`src/rtl/code_pkg.sv`:
```
// Shared types and defaults for the serial code transmitter.
package code_pkg;

  typedef enum logic [1:0] {
    IDLE = 2'd0,
    SEND = 2'd1,
    GAP  = 2'd2
  } state_t;

  localparam int CODE_W_DEF = 6;
  localparam int GAP_DEF    = 10;
  localparam int BIT_IDX_W  = 4;

  // A zero-length gap still needs a 1-bit counter so the timer elaborates.
  function automatic int gap_cnt_w(input int gap);
    return (gap > 0) ? $clog2(gap + 1) : 1;
  endfunction

endpackage

```
`src/rtl/code_gap_timer.sv`:
```
// Loadable down-counter that times the idle gap between accepted bits.
module code_gap_timer
  import code_pkg::*;
#(
  parameter int GAP = GAP_DEF
) (
  input  logic hz100,
  input  logic reset_n,
  input  logic load,
  output logic expired
);

  localparam int CW = gap_cnt_w(GAP);
  // Loading GAP-1 makes expired true on the last of the GAP idle cycles.
  localparam logic [CW-1:0] LOAD_V = CW'((GAP > 0) ? GAP - 1 : 0);

  logic [CW-1:0] r_count;

  always_ff @(posedge hz100 or negedge reset_n) begin
    if (!reset_n) begin
      r_count <= '0;
    end else if (load) begin
      r_count <= LOAD_V;
    end else if (r_count != '0) begin
      r_count <= r_count - 1'b1;
    end
  end

  assign expired = (r_count == '0);

endmodule

```
`src/rtl/code_sender.sv`:
```
// Plays a stored code out LSB-first over a valid/ready bit channel.
// Optional trailing even-parity bit when CODE_SENDER_PARITY_EN is defined.
module code_sender
  import code_pkg::*;
#(
  parameter int CODE_W = CODE_W_DEF,
  parameter int GAP    = GAP_DEF
) (
  input  logic                 hz100,
  input  logic                 reset_n,
  input  logic                 load,
  input  logic [CODE_W-1:0]    load_code,
  input  logic                 start,
  input  logic                 abort,
  output logic                 bit_out,
  output logic                 bit_valid,
  input  logic                 bit_ready,
  output logic                 busy,
  output logic                 done,
  output logic [BIT_IDX_W-1:0] bit_idx,
  output logic [CODE_W-1:0]    stored_code,
  output logic [1:0]           dbg_state
);

`ifdef CODE_SENDER_PARITY_EN
  localparam int FRAME_W = CODE_W + 1;
`else
  localparam int FRAME_W = CODE_W;
`endif

  // Handshake: a bit transfers on a rising edge where bit_valid && bit_ready.
  // bit_valid/bit_out/bit_idx are registers and never depend on bit_ready.
  state_t               r_state;
  state_t               w_state_nxt;
  logic [CODE_W-1:0]    r_stored;
  logic [FRAME_W-1:0]   r_shift;
  logic [FRAME_W-1:0]   w_shift_nxt;
  logic [FRAME_W-1:0]   w_frame_init;
  logic [CODE_W-1:0]    w_frame_src;
  logic [BIT_IDX_W-1:0] r_idx;
  logic [BIT_IDX_W-1:0] w_idx_nxt;
  logic                 r_valid;
  logic                 r_busy;
  logic                 r_done;
  logic                 w_done_nxt;
  logic                 w_xfer;
  logic                 w_last;
  logic                 w_gap_load;
  logic                 w_gap_expired;

  // A load in the same cycle as start must reach the new frame.
  assign w_frame_src = load ? load_code : r_stored;

`ifdef CODE_SENDER_PARITY_EN
  assign w_frame_init = {^w_frame_src, w_frame_src};
`else
  assign w_frame_init = w_frame_src;
`endif

  assign w_xfer = r_valid && bit_ready;
  assign w_last = (r_idx == BIT_IDX_W'(FRAME_W - 1));

  code_gap_timer #(
    .GAP(GAP)
  ) u_gap_timer (
    .hz100   (hz100),
    .reset_n (reset_n),
    .load    (w_gap_load),
    .expired (w_gap_expired)
  );

  always_ff @(posedge hz100 or negedge reset_n) begin
    if (!reset_n) begin
      r_state <= IDLE;
    end else begin
      r_state <= w_state_nxt;
    end
  end

  always_comb begin
    w_state_nxt = r_state;
    w_shift_nxt = r_shift;
    w_idx_nxt   = r_idx;
    w_done_nxt  = 1'b0;
    w_gap_load  = 1'b0;
    if (abort) begin
      w_state_nxt = IDLE;
      w_idx_nxt   = '0;
    end else begin
      case (r_state)
        IDLE: begin
          if (start) begin
            w_state_nxt = SEND;
            w_shift_nxt = w_frame_init;
            w_idx_nxt   = '0;
          end
        end
        SEND: begin
          if (w_xfer) begin
            w_shift_nxt = r_shift >> 1;
            w_idx_nxt   = r_idx + 1'b1;
            if (w_last) begin
              w_state_nxt = IDLE;
              w_done_nxt  = 1'b1;
            end else if (GAP > 0) begin
              w_state_nxt = code_pkg::GAP;
              w_gap_load  = 1'b1;
            end
          end
        end
        code_pkg::GAP: begin
          if (w_gap_expired) begin
            w_state_nxt = SEND;
          end
        end
        default: begin
          w_state_nxt = IDLE;
        end
      endcase
    end
  end

  always_ff @(posedge hz100 or negedge reset_n) begin
    if (!reset_n) begin
      r_stored <= '0;
      r_shift  <= '0;
      r_idx    <= '0;
      r_valid  <= 1'b0;
      r_busy   <= 1'b0;
      r_done   <= 1'b0;
    end else begin
      if (load) begin
        r_stored <= load_code;
      end
      r_shift <= w_shift_nxt;
      r_idx   <= w_idx_nxt;
      r_valid <= (w_state_nxt == SEND);
      r_busy  <= (w_state_nxt != IDLE);
      r_done  <= w_done_nxt;
    end
  end

  assign bit_out     = r_shift[0];
  assign bit_valid   = r_valid;
  assign busy        = r_busy;
  assign done        = r_done;
  assign bit_idx     = r_idx;
  assign stored_code = r_stored;
  assign dbg_state   = r_state;

endmodule
```
`config.mk`:
```
export PLATFORM = sky130hd
export DESIGN_NAME = code_sender
export DESIGN_NICKNAME = d
export VERILOG_FILES = /design/src/rtl/code_pkg.sv /design/src/rtl/code_gap_timer.sv /design/src/rtl/code_sender.sv
export SDC_FILE = /design/constraint.sdc
export NUM_CORES = 1
export LEC_CHECK = 0
export ABC_AREA = 1
export BUFFER_PORTS_ARGS = -buffer_cell sky130_fd_sc_hd__buf_2
export CORE_MARGIN = 1
export CORE_UTILIZATION = 55
export DETAILED_ROUTE_END_ITERATION = 10
export PLACE_DENSITY = 0.81
export SYNTH_ARGS = -nofsm -noshare
export SYNTH_HDL_FRONTEND = slang
export SYNTH_HIERARCHICAL = 1
export SYNTH_SLANG_ARGS = --single-unit
```
`constraint.sdc`:
```
create_clock -name hz100 -period 2.7 [get_ports hz100]
set_input_delay 0.27 -clock hz100 [delete_from_list [all_inputs] [get_ports hz100]]
set_output_delay 0.27 -clock hz100 [all_outputs]
set_load 0.01 [all_outputs]
```
==> out/qor.txt, run 1 <==
Remaining antenna violation count = 0
Max Root-Sink Buffers = 2
Critical path's slowest cell = dfrtp_1
CTS Buf Count = 3
Worst-path clk slew = 0.12 ns
All-layer global routing usage = 0.225
Flop2flop setup slack = 1.19 ns
Crit path buffers/inverters = 3
Final hold vios = 0
Combinational power share = 0.331
# fillers = 177
Arr. time, crit path = 1.76 ns
HPWL Detailed = 1.96 mm
Final count of pins violating max slew = 0
Post-Syn Area per Cell = 7.91 µm²
Avg WL per Cell = 11.3 µm
Clk network pwr share = 0.163
Initial DRC Count = 24
CTS tree = yes
Max Cap Viol = 0
Warnings, synthesis = 6
Final core occ = 0.680
# clock sinks = 25
Dpl cell area = 1470 µm²
Area of the multi-input gates = 574 µm²
Worst-path cell chain = inv_2 -> nand2_2 -> nor2_1 -> nand3_1 -> inv_1 -> inv_1 -> nand2_2 -> nand2_1 -> o21ai_2
F_max = 664 MHz
Sequential share of power = 0.506
Area Overhead vs Synth = 16.0%
Hold depth = 3
Int Power = 0.632 mW
Max VDD drop = 0.574 mV
Die Span Y = 50.6 µm
Ant. Diodes = 0
RSZ-0062 raised after global routing = no
Design area = 1510 µm²
PortBufs = 27
Sequential-to-total area share from yosys stat = 0.482
Power per cell area = 656 nW/µm²
I/O pins = 28
DRC viols = 0
Outcome = completed
Syn_nets = 180
Core region area = 2210 µm²
Routed vias/inst = 4.98
Delay-heaviest family, CP = simple AND/OR/NAND/NOR gates
FF-to-FF path depth = 9
CP max stage delay = 0.49 ns
Hold Startpoint = load_code[5]
WL final = 2.53 mm
First-pass GRT wire length = 4.25 mm
P_leak = 0.886 nW
Total power = 0.988 mW
Area of the mapped netlist = 1300 µm²
Final Skew = 0.00610 ns
PostCTS Resize Cnt = 0
Antenna violations before repair = 0
Latest clock arrival within the worst-skew pair = 0.31 ns
CP Launch Type = flip-flop
Switching fraction of total power = 0.361
FF/Latch Area = 626 µm²
Flops & latches, synth = 25
Starting Density = 0.587
Netlist cell types = 17
Final net count = 213
Tmin final = 1.51 ns
Vias in the first global route = 1058
Reg2Reg Capture Point = u_gap_timer/r_count[0]
Largest net degree at the start of global routing = 26
Global route overflow = 0
Reg2reg start = dbg_state[1]
Layout cell share with drive strength beyond 1 = 0.245
CP Max Fanout = 7
Required @ worst endpoint = 2.95 ns
Slew of the pin with the lowest slew margin = 0.537 ns
HP Class = in -> reg
Fin Hold WS = 0.188 ns
CTS root buf = clkbuf_4
Final TNS setup = 0 ns
Post-synthesis cell count = 164
Final setup fails = 0
Die ar. = 2560 µm²
# rows = 17
DR pass1 iterations = 4
Die width = 50.6 µm
H-tree level count = 1
Hold buffer count at CTS = 1
Crit Path Category = reg -> reg
Slew headroom = 0.642
CP endpoint kind = flip-flop
Vias = 1115
Setup bufs post-CTS = 0
P_sw = 0.356 mW
Tcrit/Tclk final = 0.558
Routability cong. = 0.823
Hold EP = stored_code[5]
-- cell usage in the layout, fill, tap and decap left out, drive strengths merged --
cell type / Yosys / routed
a21oi: 2 / 2
and2: 5 / 5
buf: 0 / 27
clkbuf: 0 / 3
clkinv: 0 / 1
dfrtp: 25 / 25
dlygate4sd3: 0 / 1
ha: 4 / 4
inv: 26 / 26
nand2: 65 / 65
nand3: 14 / 14
nand4: 5 / 5
nor2: 10 / 10
o21ai: 6 / 6
xnor2: 2 / 2
-- how the worst max path moves through the flow --
| stage | to | depth (start not counted) | start |
|---|---|---|---|
| 2_1_floorplan | u_gap_timer/r_count[0] | 9 | dbg_state[1] |
| 3_3_place_gp | busy | 8 | u_gap_timer/r_count[0] |
| 3_5_place_dp | u_gap_timer/r_count[0] | 9 | dbg_state[1] |
| 4_1_cts | u_gap_timer/r_count[0] | 9 | dbg_state[1] |
| 5_1_grt | u_gap_timer/r_count[0] | 8 | bit_idx[0] |
| 6_report | u_gap_timer/r_count[0] | 9 | dbg_state[1] |
-- synth_stat cells --
master   count  share of area
nor2_4       2          0.017
dfrtp_1     25           0.48
and2_1       5          0.024
inv_1       23          0.067
nand2_1     57           0.16
a21oi_1      2         0.0077
nor2_2       2         0.0096
ha_1         4          0.039
o21ai_1      4          0.015
nand3_1     14          0.054
inv_2        3         0.0087
nor2_1       6          0.017
o21ai_2      2          0.014
nand2_2      7          0.034
xnor2_1      2          0.014
nand2_4      1         0.0087
nand4_1      5          0.024
-- power groups by stage --
stage / Combinational, mW / Sequential, mW / Clock, mW
final: 0.327 / 0.499 / 0.161
after floorplan: 0.226 / 0.506 / 0
after global placement: 0.298 / 0.502 / 0
after global routing: 0.372 / 0.506 / 0.179
after detailed placement: 0.326 / 0.507 / 0
after CTS: 0.328 / 0.499 / 0.169
-- cells by family (layout without fill, tap and decap cells) --
kind of cell             count (synthesis)  count (layout)  synth area share
flip-flops                              25              25             0.482
adder cells (fa/ha/maj)                  4               4            0.0386
buffers and inverters                   26              58            0.0752
XOR/XNOR                                 2               2            0.0135
AO/OA/AOI/OAI                            8               8            0.0366
AND/OR/NAND/NOR                         99              99             0.354
-- stage by stage --
stage	setup WS, ns	std cells
6_report	1.19	224
3_3_place_gp	1.35	219
5_1_grt	1.07	224
4_1_cts	1.22	224
3_5_place_dp	1.25	219
2_1_floorplan	1.38	164
-- layout make-up --
class,count,area share
Clock buffer,3,0.0150
Clock inverter,1,0.00333
Inverter,26,0.0648
Multi-Input combinational cell,113,0.382
Sequential cell,25,0.416
Tap cell,28,0.0233
Timing Repair Buffer,28,0.0964
-- flip-flops by register name, indices dropped and copies added (netlist names) --
signal / flops
stored_code: 6
done: 1
dbg_state: 2
busy: 1
r_shift: 6
bit_idx: 4
u_gap_timer/r_count: 4
bit_valid: 1
-- worst reg2reg max path, stage by stage (launching register included) --
cell     delay, ns
dfrtp_1       0.49
inv_2         0.11
nand2_2       0.09
nor2_1        0.14
nand3_1       0.14
inv_1         0.16
inv_1         0.08
nand2_2       0.11
nand2_1       0.07
o21ai_2       0.05
-- layer usage --
layer	global-route usage	part of all wire
met1	0.253	0.44
met2	0.384	0.48
met3	0.0394	0.046
met4	0.153	0.036
met5	0	0
(Power assumes the default switching activity.)
==> inputs of run 2 (changes only) <==
- CORE_ASPECT_RATIO: default -> 0.5
- CORE_UTILIZATION: 55 -> 48
- PLACE_DENSITY: 0.81 -> 0.75
- clock period: 2.7 -> 1.25 ns (I/O delays scaled with it)
==> run 2 against run 1 <==
  * Global-route usage shrank 1.8 points
  * Clock power rose to 3.0 times the previous value
  * Worst setup slack lost 1.2 ns
  * Final cell count up 8.5%
  * Clock-buffer cell count is the same
  * Utilization is 1.9 points higher
  * Register-to-register slack worse by 1.2 ns
  * First-iteration DRC count grew 38%
  * Sequential cell count stayed put
  * Total power grew 150%
==> out/qor.txt, run 2 (same netlist as run 1, synthesis figures left out) <==
Tmin final = 1.21 ns (-0.297 ns)
DRC viols = 0 (unchanged)
HPWL Detailed = 1.95 mm (-0.52%)
RSZ-0062 raised after global routing = yes
Layout cell share with drive strength beyond 1 = 0.361 (+0.116)
Latest clock arrival within the worst-skew pair = 0.27 ns (-0.04 ns)
Global route overflow = 0 (unchanged)
Antenna violations before repair = 0 (unchanged)
Initial DRC Count = 33 (+38%)
Vias in the first global route = 1013 (-4.3%)
Reg2reg start = dbg_state[1]
Die ar. = 2930 µm² (+14%)
Design area = 1670 µm² (+11%)
Final core occ = 0.700 (+0.0193)
Reg2Reg Capture Point = u_gap_timer/r_count[1]
Clk network pwr share = 0.197 (+0.034)
First-pass GRT wire length = 4.30 mm (+1.1%)
Starting Density = 0.544 (-0.0430)
Outcome = completed
Final Skew = 0.00152 ns (-0.00458 ns)
FF-to-FF path depth = 8 (-1)
CP Max Fanout = 4 (-3)
Required @ worst endpoint = 1.42 ns (-1.53 ns)
CTS Buf Count = 3 (unchanged)
CTS tree = yes
Routed vias/inst = 4.58 (-8.0%)
P_leak = 0.945 nW (+6.6%)
Worst-path clk slew = 0.08 ns (-0.04 ns)
Slew of the pin with the lowest slew margin = 0.560 ns (+0.0227 ns)
CP Launch Type = flip-flop
Switching fraction of total power = 0.341 (-0.0199)
Final hold vios = 0 (unchanged)
Max Cap Viol = 0 (unchanged)
Combinational power share = 0.368 (+0.037)
Hold depth = 3 (unchanged)
P_sw = 0.827 mW (+130%)
Power per cell area = 1450 nW/µm² (+120%)
F_max = 827 MHz (+25%)
PortBufs = 27 (unchanged)
Slew headroom = 0.627 (-0.0151)
All-layer global routing usage = 0.207 (-0.0182)
Hold Startpoint = load_code[5]
# rows = 12 (-5)
Max Root-Sink Buffers = 2 (unchanged)
Routability cong. = 0.789 (-4.1%)
Core region area = 2390 µm² (+7.9%)
Dpl cell area = 1560 µm² (+6.0%)
Vias = 1113 (-0.18%)
Hold EP = stored_code[5]
WL final = 2.60 mm (+2.8%)
Most common cell after layout, fill and taps aside = nand2_1
Final count of pins violating max slew = 0 (unchanged)
I/O pins = 28 (unchanged)
Area Overhead vs Synth = 28.7%
Setup ws final = 0.0408 ns (-1.15 ns)
Crit Path Category = reg -> reg
Int Power = 1.60 mW (+150%)
CP endpoint kind = flip-flop
Avg WL per Cell = 10.7 µm (-5.2%)
Arr. time, crit path = 1.37 ns (-0.39 ns)
Ant. Diodes = 0 (unchanged)
HP Class = in -> reg
Final net count = 225 (+5.6%)
Flop2flop setup slack = 0.04 ns (-1.15 ns)
Remaining antenna violation count = 0 (unchanged)
Commonest non-fill, non-tap cells in the layout = nand2_1, buf_2, inv_1, dfrtp_1
Max VDD drop = 1.37 mV (+140%)
Final setup fails = 0 (unchanged)
Total power = 2.43 mW (+150%)
DR pass1 iterations = 4 (unchanged)
H-tree level count = 1 (unchanged)
Die Span Y = 38.8 µm (-23%)
# clock sinks = 25 (unchanged)
Pre-CTS setup slack = 0.000580 ns (-1.25 ns)
Tcrit/Tclk final = 0.967 (+0.410)
Sequential share of power = 0.435 (-0.071)
Die width = 75.5 µm (+49%)
CTS root buf = clkbuf_8
Largest net degree at the start of global routing = 26 (unchanged)
-- run 2: timing repair --
item | CTS | global route
endpoints found under the setup margin | 1 | 13
gates resized for setup | 0 | 12
endpoints found under the hold margin | 25 | 0
pin swaps | 0 | 3
hold buffers | 1 | 0
buffers inserted | 1 | 2
-- run 2: worst max path at each step --
stage                                 from                      to  cells after the start
CTS                             bit_idx[1]  u_gap_timer/r_count[0]                      9
detailed placement  u_gap_timer/r_count[1]                    busy                      8
global placement    u_gap_timer/r_count[1]                    busy                      8
floorplan                       bit_idx[1]  u_gap_timer/r_count[0]                      9
global route                  dbg_state[0]              r_shift[5]                      6
finish                        dbg_state[1]  u_gap_timer/r_count[1]                      8
-- run 2: critical path, stage by stage (launching register included) --
cell,delay (ns)
dfrtp_2,0.46
inv_2,0.10
nand2_4,0.06
nor2_4,0.11
nand3_2,0.09
inv_2,0.10
inv_2,0.06
nand2_4,0.07
o21ai_2,0.06
-- run 2: metal layers --
metal	vias to the layer above	routed length, µm	global-route usage
li1	592	-	-
met1	500	1200	0.230
met2	17	1280	0.400
met3	4	84	0.0469
met4	0	33	0.0694
met5	-	0	0
-- run 2: cell type report --
cell class | count | area [µm²]
Fill cell | 213 | 717
Sequential cell | 25 | 631
Multi-Input combinational cell | 113 | 617
Timing Repair Buffer | 40 | 235
Inverter | 26 | 97.6
Tap cell | 35 | 43.8
Clock buffer | 3 | 41.3
Clock inverter | 1 | 5.00
-- run 2: power by group through the flow --
stage                     sequential (mW)  clock (mW)  combinational (mW)
after floorplan                      1.09           0               0.490
after global placement               1.08           0               0.746
after detailed placement             1.08           0               0.778
after CTS                            1.05       0.488               0.816
after global routing                 1.07       0.522                1.02
final                                1.05       0.478               0.894
-- run 2: stage by stage --
stage / cells / setup TNS [ns] / hold slack [ns]
4_1_cts: 241 / 0 / 0.0656
2_1_floorplan: 164 / 0 / -0.171
3_3_place_gp: 235 / 0 / 0.140
3_5_place_dp: 235 / 0 / 0.147
6_report: 243 / 0 / 0.0693
5_1_grt: 243 / -0.121 / 0.0785
==> inputs of run 3 (changes only) <==
- CORE_MARGIN: 1 -> 3
==> run 3 against run 2 <==
  * Sequential cell count did not move
  * Sequential power barely moved
  * Via count barely moved
  * Total power fell by 3.1%
  * Final area rose by 1.2%
  * Critical path depth rose by 1
  * Final cell count rose by 0.41%
  * Routed wire length fell by 0.31%
  * Clock skew rose by 0.0026 ns
  * Worst hold slack improved by 0.0011 ns
  * Clock-buffer cell count did not move
  * Largest power group unchanged
==> out/qor.txt, run 3 (same netlist as run 1, synthesis figures left out) <==
All-layer global routing usage = 0.164 (-0.0431)
Tmin final = 1.20 ns (-0.00665 ns)
# clock sinks = 25 (unchanged)
Max VDD drop = 1.31 mV (-4.3%)
Critical path's slowest cell = dfrtp_2
Design area = 1690 µm² (+1.2%)
Slew headroom = 0.633 (+0.00633)
Starting Density = 0.544 (unchanged)
CP Max Fanout = 4 (unchanged)
Commonest non-fill, non-tap cells in the layout = nand2_1, buf_2, dfrtp_1
HP Class = in -> reg
CTS tree = yes
Final TNS setup = 0 ns (unchanged)
WL final = 2.59 mm (-0.31%)
Crit Path Category = reg -> reg
Vias = 1112 (-0.090%)
Routed vias/inst = 4.56 (-0.50%)
CP endpoint kind = flip-flop
CTS Buf Count = 3 (unchanged)
Final setup fails = 0 (unchanged)
Vias in the first global route = 974 (-3.8%)
PortBufs = 27 (unchanged)
CP max stage delay = 0.44 ns (-0.02 ns)
Final hold vios = 0 (unchanged)
Routability cong. = 0.811 (+2.8%)
Most common cell after layout, fill and taps aside = nand2_1
Placed Cells = 235 (unchanged)
Max Cap Viol = 0 (unchanged)
First-pass GRT wire length = 4.34 mm (+0.98%)
Antenna violations before repair = 0 (unchanged)
Area Overhead vs Synth = 30.3%
Avg WL per Cell = 10.6 µm (-0.72%)
CP Launch Type = flip-flop
Remaining antenna violation count = 0 (unchanged)
Final Skew = 0.00412 ns (+0.00260 ns)
Worst-path clk slew = 0.08 ns (about the same)
CTS root buf = clkbuf_8
HPWL Detailed = 1.92 mm (-1.7%)
Setup ws final = 0.0475 ns (+0.00665 ns)
F_max = 832 MHz (+0.55%)
Worst-path cell chain = inv_2 -> nand2_4 -> nor2_4 -> nand3_2 -> inv_2 -> inv_2 -> nand2_4 -> nand2_2 -> o21ai_2
Required @ worst endpoint = 1.45 ns (+0.03 ns)
# fillers = 183 (-14%)
Slew of the pin with the lowest slew margin = 0.550 ns (-0.00949 ns)
RSZ-0062 raised after global routing = yes
Ant. Diodes = 0 (unchanged)
Final net count = 226 (+0.44%)
Outcome = completed
Latest clock arrival within the worst-skew pair = 0.27 ns (about the same)
Die ar. = 3400 µm² (+16%)
Dpl cell area = 1560 µm² (unchanged)
Total power = 2.35 mW (-3.1%)
Tcrit/Tclk final = 0.962 (-0.00532)
Pre-CTS setup slack = 0.0244 ns (+0.0239 ns)
DR pass1 iterations = 4 (unchanged)
# rows = 12 (unchanged)
Global route overflow = 0 (unchanged)
I/O pins = 28 (unchanged)
Post-Layout Cell Count = 244 (+0.41%)
Die Span Y = 42.8 µm (+10%)
DRC viols = 0 (unchanged)
Layout cell share with drive strength beyond 1 = 0.373 (+0.0126)
Core region area = 2390 µm² (unchanged)
Max Root-Sink Buffers = 2 (unchanged)
Final count of pins violating max slew = 0 (unchanged)
Largest net degree at the start of global routing = 26 (unchanged)
Arr. time, crit path = 1.40 ns (+0.03 ns)
Most frequent CP cell = inv_2
H-tree level count = 1 (unchanged)
P_leak = 0.957 nW (+1.3%)
Initial DRC Count = 36 (+9.1%)
Power per cell area = 1390 nW/µm² (-4.3%)
Die width = 79.5 µm (+5.3%)
run 3: cell count changes in the layout (fill, tap and decap cells not counted), sizes merged:
cell	delta
buf	+1
run 3: layout make-up:
type / count / area [µm²] / share of cell area
clock buffers: 3 / 41.3 / 0.0244
inverters: 26 / 97.6 / 0.0577
flip-flops and latches: 25 / 631 / 0.373
clock inverters: 1 / 5.00 / 0.00296
well taps: 35 / 43.8 / 0.0259
repair buffers: 41 / 243 / 0.144
multi-input cells: 113 / 629 / 0.372
run 3: repair_timing:
item | 4_1_cts | 5_1_grt
hold endpoints to repair | 25 | 0
buffers inserted | 0 | 4
gates resized for setup | 1 | 15
setup endpoints to repair | 1 | 12
pin swaps | 0 | 6
hold buffers | 1 | 0
run 3: stage by stage:
stage | hold slack [ns] | util
after CTS | 0.0662 | 0.677
after global routing | 0.0724 | 0.708
after floorplan | -0.171 | -
after global placement | 0.139 | 0.651
final | 0.0704 | 0.708
after detailed placement | 0.149 | 0.651
run 3: critical path: cells and delay by family, from the launching register on:
kind	cells	cell delay [ns]
AO/OA/AOI/OAI	1	0.05
buffers and inverters	3	0.25
flip-flops	1	0.44
AND/OR/NAND/NOR	5	0.40
run 3: layer usage:
metal | global-route usage | up-vias | wire (µm) | share of wire
met2 | 0.275 | 24 | 1300 | 0.50
met3 | 0.0445 | 2 | 129 | 0.050
li1 | - | 596 | - | -
met1 | 0.210 | 490 | 1150 | 0.44
met4 | 0.0411 | 0 | 8 | 0.0031
met5 | 0 | - | 0 | 0
run 3: final timing paths:
check	cells past startpoint	from	slack, ns	to
max	9	dbg_state[1]	0.05	u_gap_timer/r_count[0]
min	3	load_code[5]	0.07	stored_code[5]
max reg2reg	9	dbg_state[1]	0.05	u_gap_timer/r_count[0]
min reg2reg	2	r_shift[0]	0.48	r_shift[0]
max in group asynchronous	2	reset_n	0.47	dbg_state[0]
min in group asynchronous	2	reset_n	0.38	stored_code[1]
run 3: power by group:
part	internal, mW	leakage [nW]	total (mW)	switching [mW]
logic	0.369	0.627	0.809	0.440
clock network	0.223	0.0255	0.469	0.246
registers	0.964	0.305	1.07	0.107
